File: src/rtl/inst_fetch_if.sv
// Bundles the fetch-stage control inputs, instruction-memory port and decode-facing outputs.
// Latency: none; this is wiring only.
// Backpressure: stall/redirect arrive from downstream; the master side owns the outputs.
interface inst_fetch_if #(
   parameter int INST_MEM_WIDTH = 2
);
   logic                      start;
   logic                      stall;
   logic                      redirect;
   logic [INST_MEM_WIDTH-1:0] target;
   logic [INST_MEM_WIDTH-1:0] imem_addr;
   logic [31:0]               imem_rdata;
   logic [31:0]               inst;
   logic [INST_MEM_WIDTH-1:0] pc;
   logic [INST_MEM_WIDTH-1:0] pc1;
   logic                      distinct;
   logic                      inst_enable;
   logic                      halted;

   // Fetch stage side.
   modport master (
      input  start, stall, redirect, target, imem_rdata,
      output imem_addr, inst, pc, pc1, distinct, inst_enable, halted
   );

   // Decode / memory / control side.
   modport slave (
      output start, stall, redirect, target, imem_rdata,
      input  imem_addr, inst, pc, pc1, distinct, inst_enable, halted
   );
endinterface

File: src/rtl/inst_fetch.sv
// Instruction fetch: owns the PC, drives a 1-cycle synchronous instruction memory, feeds decode.
// Latency: an issued address is presented to decode one cycle later.
// Backpressure: stall re-reads the held address; redirect drops the in-flight word and refetches at target.
module inst_fetch #(
   parameter int          INST_MEM_WIDTH = 2,
   parameter logic [31:0] HALT_INST      = 32'hFFFF_FFFF
) (
   input  logic         CLK,
   input  logic         reset,
   inst_fetch_if.master bus
);
   typedef logic [INST_MEM_WIDTH-1:0] addr_t;
   typedef enum logic [1:0] {IDLE, RUN, HALT} state_t;

   localparam addr_t ONE = addr_t'(1);

   state_t state;
   addr_t  fetch_pc;
   addr_t  out_pc;
   logic   out_valid;
   logic   distinct_q;
   logic   enable;
   logic   halt_hit;
   addr_t  addr_mux;

   // Decode-facing outputs: the memory word is only exposed while it belongs to a live fetch.
   assign bus.inst        = out_valid ? bus.imem_rdata : 32'd0;
   assign bus.pc          = out_pc;
   assign bus.pc1         = out_pc + ONE;
   assign bus.distinct    = distinct_q;
   assign bus.halted      = (state == HALT);
   assign enable          = (state == RUN) & out_valid & ~bus.stall & ~bus.redirect;
   assign bus.inst_enable = enable;
   assign bus.imem_addr   = addr_mux;

   // The halt word is still handed to decode; fetch stops right after it.
   assign halt_hit = enable && (bus.inst == HALT_INST);

   // Memory address select: redirect beats stall beats advance; stall and halt re-read out_pc
   // so the memory output stays stable on the next cycle.
   always_comb begin
      addr_mux = fetch_pc;
      case (state)
         IDLE: addr_mux = fetch_pc;
         RUN: begin
            if (bus.redirect)
               addr_mux = bus.target;
            else if (bus.stall || halt_hit)
               addr_mux = out_pc;
            else
               addr_mux = fetch_pc;
         end
         HALT:    addr_mux = out_pc;
         default: addr_mux = fetch_pc;
      endcase
   end

   // PC / state machine; reset discards any in-flight read by clearing out_valid.
   always_ff @(posedge CLK or negedge reset) begin
      if (!reset) begin
         state      <= IDLE;
         fetch_pc   <= '0;
         out_pc     <= '0;
         out_valid  <= 1'b0;
         distinct_q <= 1'b0;
      end else begin
         case (state)
            IDLE: begin
               if (bus.start) begin
                  out_pc    <= fetch_pc;
                  fetch_pc  <= fetch_pc + ONE;
                  out_valid <= 1'b1;
                  state     <= RUN;
               end
            end
            RUN: begin
               if (bus.redirect) begin
                  out_pc     <= bus.target;
                  fetch_pc   <= bus.target + ONE;
                  out_valid  <= 1'b1;
                  distinct_q <= ~distinct_q;
               end else if (bus.stall) begin
                  // hold everything
               end else if (halt_hit) begin
                  out_valid <= 1'b0;
                  state     <= HALT;
               end else begin
                  out_pc   <= fetch_pc;
                  fetch_pc <= fetch_pc + ONE;
               end
            end
            HALT: begin
               // only reset leaves HALT
            end
            default: state <= IDLE;
         endcase
      end
   end
endmodule

File: src/flat_wrapper.sv
// flat-port wrapper written by rule: the top's interface ports become plain ports
module inst_fetch_flat 
#(
   parameter int          INST_MEM_WIDTH = 2,
   parameter logic [31:0] HALT_INST      = 32'hFFFF_FFFF
)
  (CLK, reset, bus_start, bus_stall, bus_redirect, bus_target, bus_imem_rdata, bus_imem_addr, bus_inst, bus_pc, bus_pc1, bus_distinct, bus_inst_enable, bus_halted);
  inst_fetch_if #(.INST_MEM_WIDTH(INST_MEM_WIDTH)) bus_i ();
  input  logic CLK;
  input  logic reset;
  input wire logic [$bits(bus_i.start)-1:0] bus_start;
  input wire logic [$bits(bus_i.stall)-1:0] bus_stall;
  input wire logic [$bits(bus_i.redirect)-1:0] bus_redirect;
  input wire logic [$bits(bus_i.target)-1:0] bus_target;
  input wire logic [$bits(bus_i.imem_rdata)-1:0] bus_imem_rdata;
  output wire logic [$bits(bus_i.imem_addr)-1:0] bus_imem_addr;
  output wire logic [$bits(bus_i.inst)-1:0] bus_inst;
  output wire logic [$bits(bus_i.pc)-1:0] bus_pc;
  output wire logic [$bits(bus_i.pc1)-1:0] bus_pc1;
  output wire logic [$bits(bus_i.distinct)-1:0] bus_distinct;
  output wire logic [$bits(bus_i.inst_enable)-1:0] bus_inst_enable;
  output wire logic [$bits(bus_i.halted)-1:0] bus_halted;
  assign bus_i.start = bus_start;
  assign bus_i.stall = bus_stall;
  assign bus_i.redirect = bus_redirect;
  assign bus_i.target = bus_target;
  assign bus_i.imem_rdata = bus_imem_rdata;
  assign bus_imem_addr = bus_i.imem_addr;
  assign bus_inst = bus_i.inst;
  assign bus_pc = bus_i.pc;
  assign bus_pc1 = bus_i.pc1;
  assign bus_distinct = bus_i.distinct;
  assign bus_inst_enable = bus_i.inst_enable;
  assign bus_halted = bus_i.halted;
  inst_fetch #(.INST_MEM_WIDTH(INST_MEM_WIDTH), .HALT_INST(HALT_INST)) u_core (.CLK(CLK), .reset(reset), .bus(bus_i));
endmodule
File: config.mk
export PLATFORM = sky130hd
export DESIGN_NAME = inst_fetch_flat
export DESIGN_NICKNAME = d
export VERILOG_FILES = /design/src/rtl/inst_fetch_if.sv /design/src/rtl/inst_fetch.sv /design/src/flat_wrapper.sv
export SDC_FILE = /design/constraint.sdc
export NUM_CORES = 1
export LEC_CHECK = 0
export ABC_AREA = 1
export ABC_CLOCK_PERIOD_IN_PS = 2600
export CORE_AREA = 10 10 56 80
export CTS_BUF_LIST = sky130_fd_sc_hd__clkbuf_16
export CTS_CLUSTER_SIZE = 40
export DETAILED_ROUTE_END_ITERATION = 8
export DIE_AREA = 0 0 66 90
export HOLD_SLACK_MARGIN = 0.06
export PLACE_DENSITY = 0.78
export SKIP_CTS_REPAIR_TIMING = 1
export SLEW_MARGIN = 0
export SYNTH_ARGS = -nofsm -noshare
export SYNTH_HDL_FRONTEND = slang
export SYNTH_SLANG_ARGS = --single-unit
File: constraint.sdc
create_clock -name CLK -period 2.6 [get_ports CLK]
set_input_delay 0.78 -clock CLK [delete_from_list [all_inputs] [get_ports CLK]]
set_output_delay 0.78 -clock CLK [all_outputs]
set_load 0.02 [all_outputs]
==> results of run 1 <==
## through the flow
step / power, mW / instances / area (µm²) / TNS (ns) / setup slack [ns]
after detailed placement: 0.208 / 310 / 1940 / -7.01 / -0.884
after CTS: 0.478 / 313 / 2010 / -7.05 / -0.881
final: 0.466 / 314 / 2090 / -0.0697 / -0.0382
after global placement: 0.207 / 310 / 1940 / -6.77 / -0.854
after floorplan: 0.135 / 174 / 956 / 0 / 0.0233
after global routing: 0.481 / 314 / 2090 / -0.194 / -0.102
## cells by family (layout without fill, tap and decap cells)
| logic type | count (synthesis) | after routing | synth area share (%) |
|---|---|---|---|
| buffers and inverters | 50 | 150 | 20.2 |
| AOI/OAI and AO/OA | 19 | 19 | 10.9 |
| and+or+nand+nor | 90 | 90 | 39.7 |
| DFF | 8 | 8 | 21.1 |
| adders and majority gates | 4 | 4 | 5.28 |
| xor gates and xnor gates | 3 | 3 | 2.77 |
## routing by layer
layer | share of wire [%] | up-vias | GRT usage, %
li1 | - | 710 | -
met1 | 39 | 598 | 12.1
met2 | 52 | 53 | 21.2
met3 | 7.2 | 6 | 3.60
met4 | 1.5 | 0 | 5.26
met5 | 0 | - | 0
## how the worst max path moves through the flow
stage	startpoint	end	depth (start not counted)
after floorplan	bus_redirect	bus_imem_addr[0]	9
after global placement	bus_imem_rdata[26]	bus_imem_addr[1]	10
after detailed placement	bus_imem_rdata[16]	bus_imem_addr[1]	10
after CTS	bus_imem_rdata[16]	bus_imem_addr[1]	10
after global routing	bus_stall	bus_imem_addr[1]	11
final	bus_stall	bus_imem_addr[1]	11
## registers in the layout (all words and copies together) (netlist names)
signal	count
u_core.bus.distinct	1
u_core.bus.pc	2
u_core.fetch_pc	2
u_core.out_valid	1
u_core.state	2
## power groups by stage
stage	combinational [mW]	sequential (mW)	clock [mW]
2_1_floorplan	0.00847	0.127	0
5_1_grt	0.0810	0.125	0.275
4_1_cts	0.0811	0.125	0.271
3_3_place_gp	0.0801	0.127	0
6_report	0.0748	0.125	0.266
3_5_place_dp	0.0808	0.127	0
## cells in the mapped netlist (all sizes together)
cell type	instances
inv	46
nor3	1
dfrtp	8
buf	1
xor2	1
nand2	64
clkbuf	3
o31ai	1
xnor2	2
nor2	17
o21ai	10
nand3	8
o32ai	1
a21oi	6
ha	4
o21a	1
## final cells by class
class / instances / area [µm²]
clock buffer: 3 / 75.1
fill: 265 / 1010
inverter: 46 / 178
multi-input combinational: 116 / 632
sequential: 8 / 201
tap: 40 / 50.0
timing repair buffer: 101 / 951
==> run_results.csv, run 1 <==
group,metric,value,unit
outcome,status,"complete, but fails checks",
outcome,violations,"negative setup slack",
layout,final_cell_mix,"nand2_1 (59), clkdlybuf4s50_1 (42), inv_1 (41), buf_4 (23), dlymetal6s2s_1 (17)",
yosys,ys_seq_area_share,21.1,%
min_path,holdCritStartpoint,"u_core.bus.distinct$_DFFE_PN0P_",
timing,rsz0062_at_grt,"yes",
power_and_ir_drop,clockPowerShare,57.1,%
cts,htreeDepth,1,
grt,grt_start_max_net_pins,19,
layout,syn_to_final_growth,120,%
power_and_ir_drop,power_density,223,mW/mm²
routing,drt_iter0_markers,45,
routing,drt_first_pass_iters,4,
power_and_ir_drop,peakVddDrop,0.000429,V
power_and_ir_drop,seqPwrFrac,26.9,%
cts,cts_tree,"yes",
grt,grt_pass1_vias,1300,
critical_path,slowest_stage,"a21oi_2",
floorplanning,die_area,0.00594,mm²
critical_path,worstReg2RegStart,"u_core.state[1]$_DFFE_PN0P_",
power_and_ir_drop,intPower,371,µW
yosys,syn_area,948,µm²
critical_path,timing.rr.end,"u_core.state[1]$_DFFE_PN0P_",
timing,min_period,2.64,ns
timing,setup_ws,-0.0382,ns
cts,cts_root_buffer,"clkbuf_16",
min_path,hold_path_class,"reg2reg",
grt,grtUsageTotal,11.9,%
routing,route.detailed.drc,0,
layout,mostFrequentLayoutCell,"nand2_1",
floorplanning,start_util,30.6,%
critical_path,regToRegSetupSlack,0.93,ns
floorplanning,fp.dieW,66,µm
min_path,min_path_cells,1,
yosys,ys.warnings.count,0,
routing,avgRoutedWirePerCell,12.7,µm
layout,num_antenna_cells,0,
routing,post_drt_via_cell_ratio,4.35,
yosys,synth.avg_cell_area,5.45,µm²
floorplanning,die_y,90,µm
critical_path,crit_buf_inv,3,
timing,hold-worst-slack,0.475,ns
critical_path,worstSetupPathType,"in2out",
placed_design,port_buffers,79,
routing,num_vias,1367,
timing,finalCritPeriodShare,101,%
yosys,ys_types,22,
routing,routed_wl,3.98,mm
critical_path,worstPathCellList,"buf_6, inv_4, nand2_4, nor2_4, nand2_2, nor2_2, nand3_2, nand3_2, nand3_2, a21oi_2, buf_6",
critical_path,end_kind,"output port",
flow_run,max_cap_viol_count,0,
power_and_ir_drop,p_switching,94.6,µW
min_path,holdPathEnd,"u_core.bus.distinct$_DFFE_PN0P_",
cts,clkSinkCount,8,
yosys,syn_inst,174,
cts,cts_buffers,3,
placed_design,hpwl,3.24,mm
critical_path,required,1.82,ns
layout,fin_util,67.4,%
yosys,synth_top_area_share,24.9,%
yosys,syn-num-nets,217,
timing,fin_skew,0.000625,ns
yosys,ys_seq_elements,8,
power_and_ir_drop,comb_power_share,16.0,%
critical_path,arrival,1.86,ns
routing,antenna_left,0,
yosys,synth.area.top_cells,"nand2_1 (25%), dfrtp_1 (21%), inv_1 (17%)",
critical_path,max_stage_delay,0.15,ns
timing,max_freq,379,MHz
cts,cts_buffer_depth,2,
power_and_ir_drop,p_sw_share,20.3,%
timing,finalSetupViolCount,2,
grt,antenna_found_initial,0,
floorplanning,core-area,0.00310,mm²
cts,clk_pin_slew,0.04,ns
critical_path,startpoint_type,"input pin",
placed_design,place_congestion,0.889,
grt,grt_first_pass_wirelength,5.65,mm
power_and_ir_drop,p_leak,1.29,nW
yosys,synth_largest_area_cell,"nand2_1",
timing,hold_viol,0,
layout,final_nets,319,
timing,max_slew.worst_pin.slew,0.390,ns
timing,slew_viol_final,0,
critical_path,critPathMaxFanout,4,
floorplanning,ioPinCount,80,
critical_path,crit_family,"simple AND/OR/NAND/NOR gates",
layout,drive_gt1_share,26.3,%
cts,clkLatencyLatePin,0.24,ns
critical_path,reg2reg_depth,12,
timing,relSlewSlack,73.9,%
critical_path,path_common_cell,"nand3_2",
grt,overflow,0,
floorplanning,core.rowCount,25,
Power figures use the tool's default switching activity.
==> run 2: changes to the inputs <==
- SLEW_MARGIN: 0 -> default
==> results of run 2 <==
No change in the layout: final DEF, timing and power equal those of run 1.
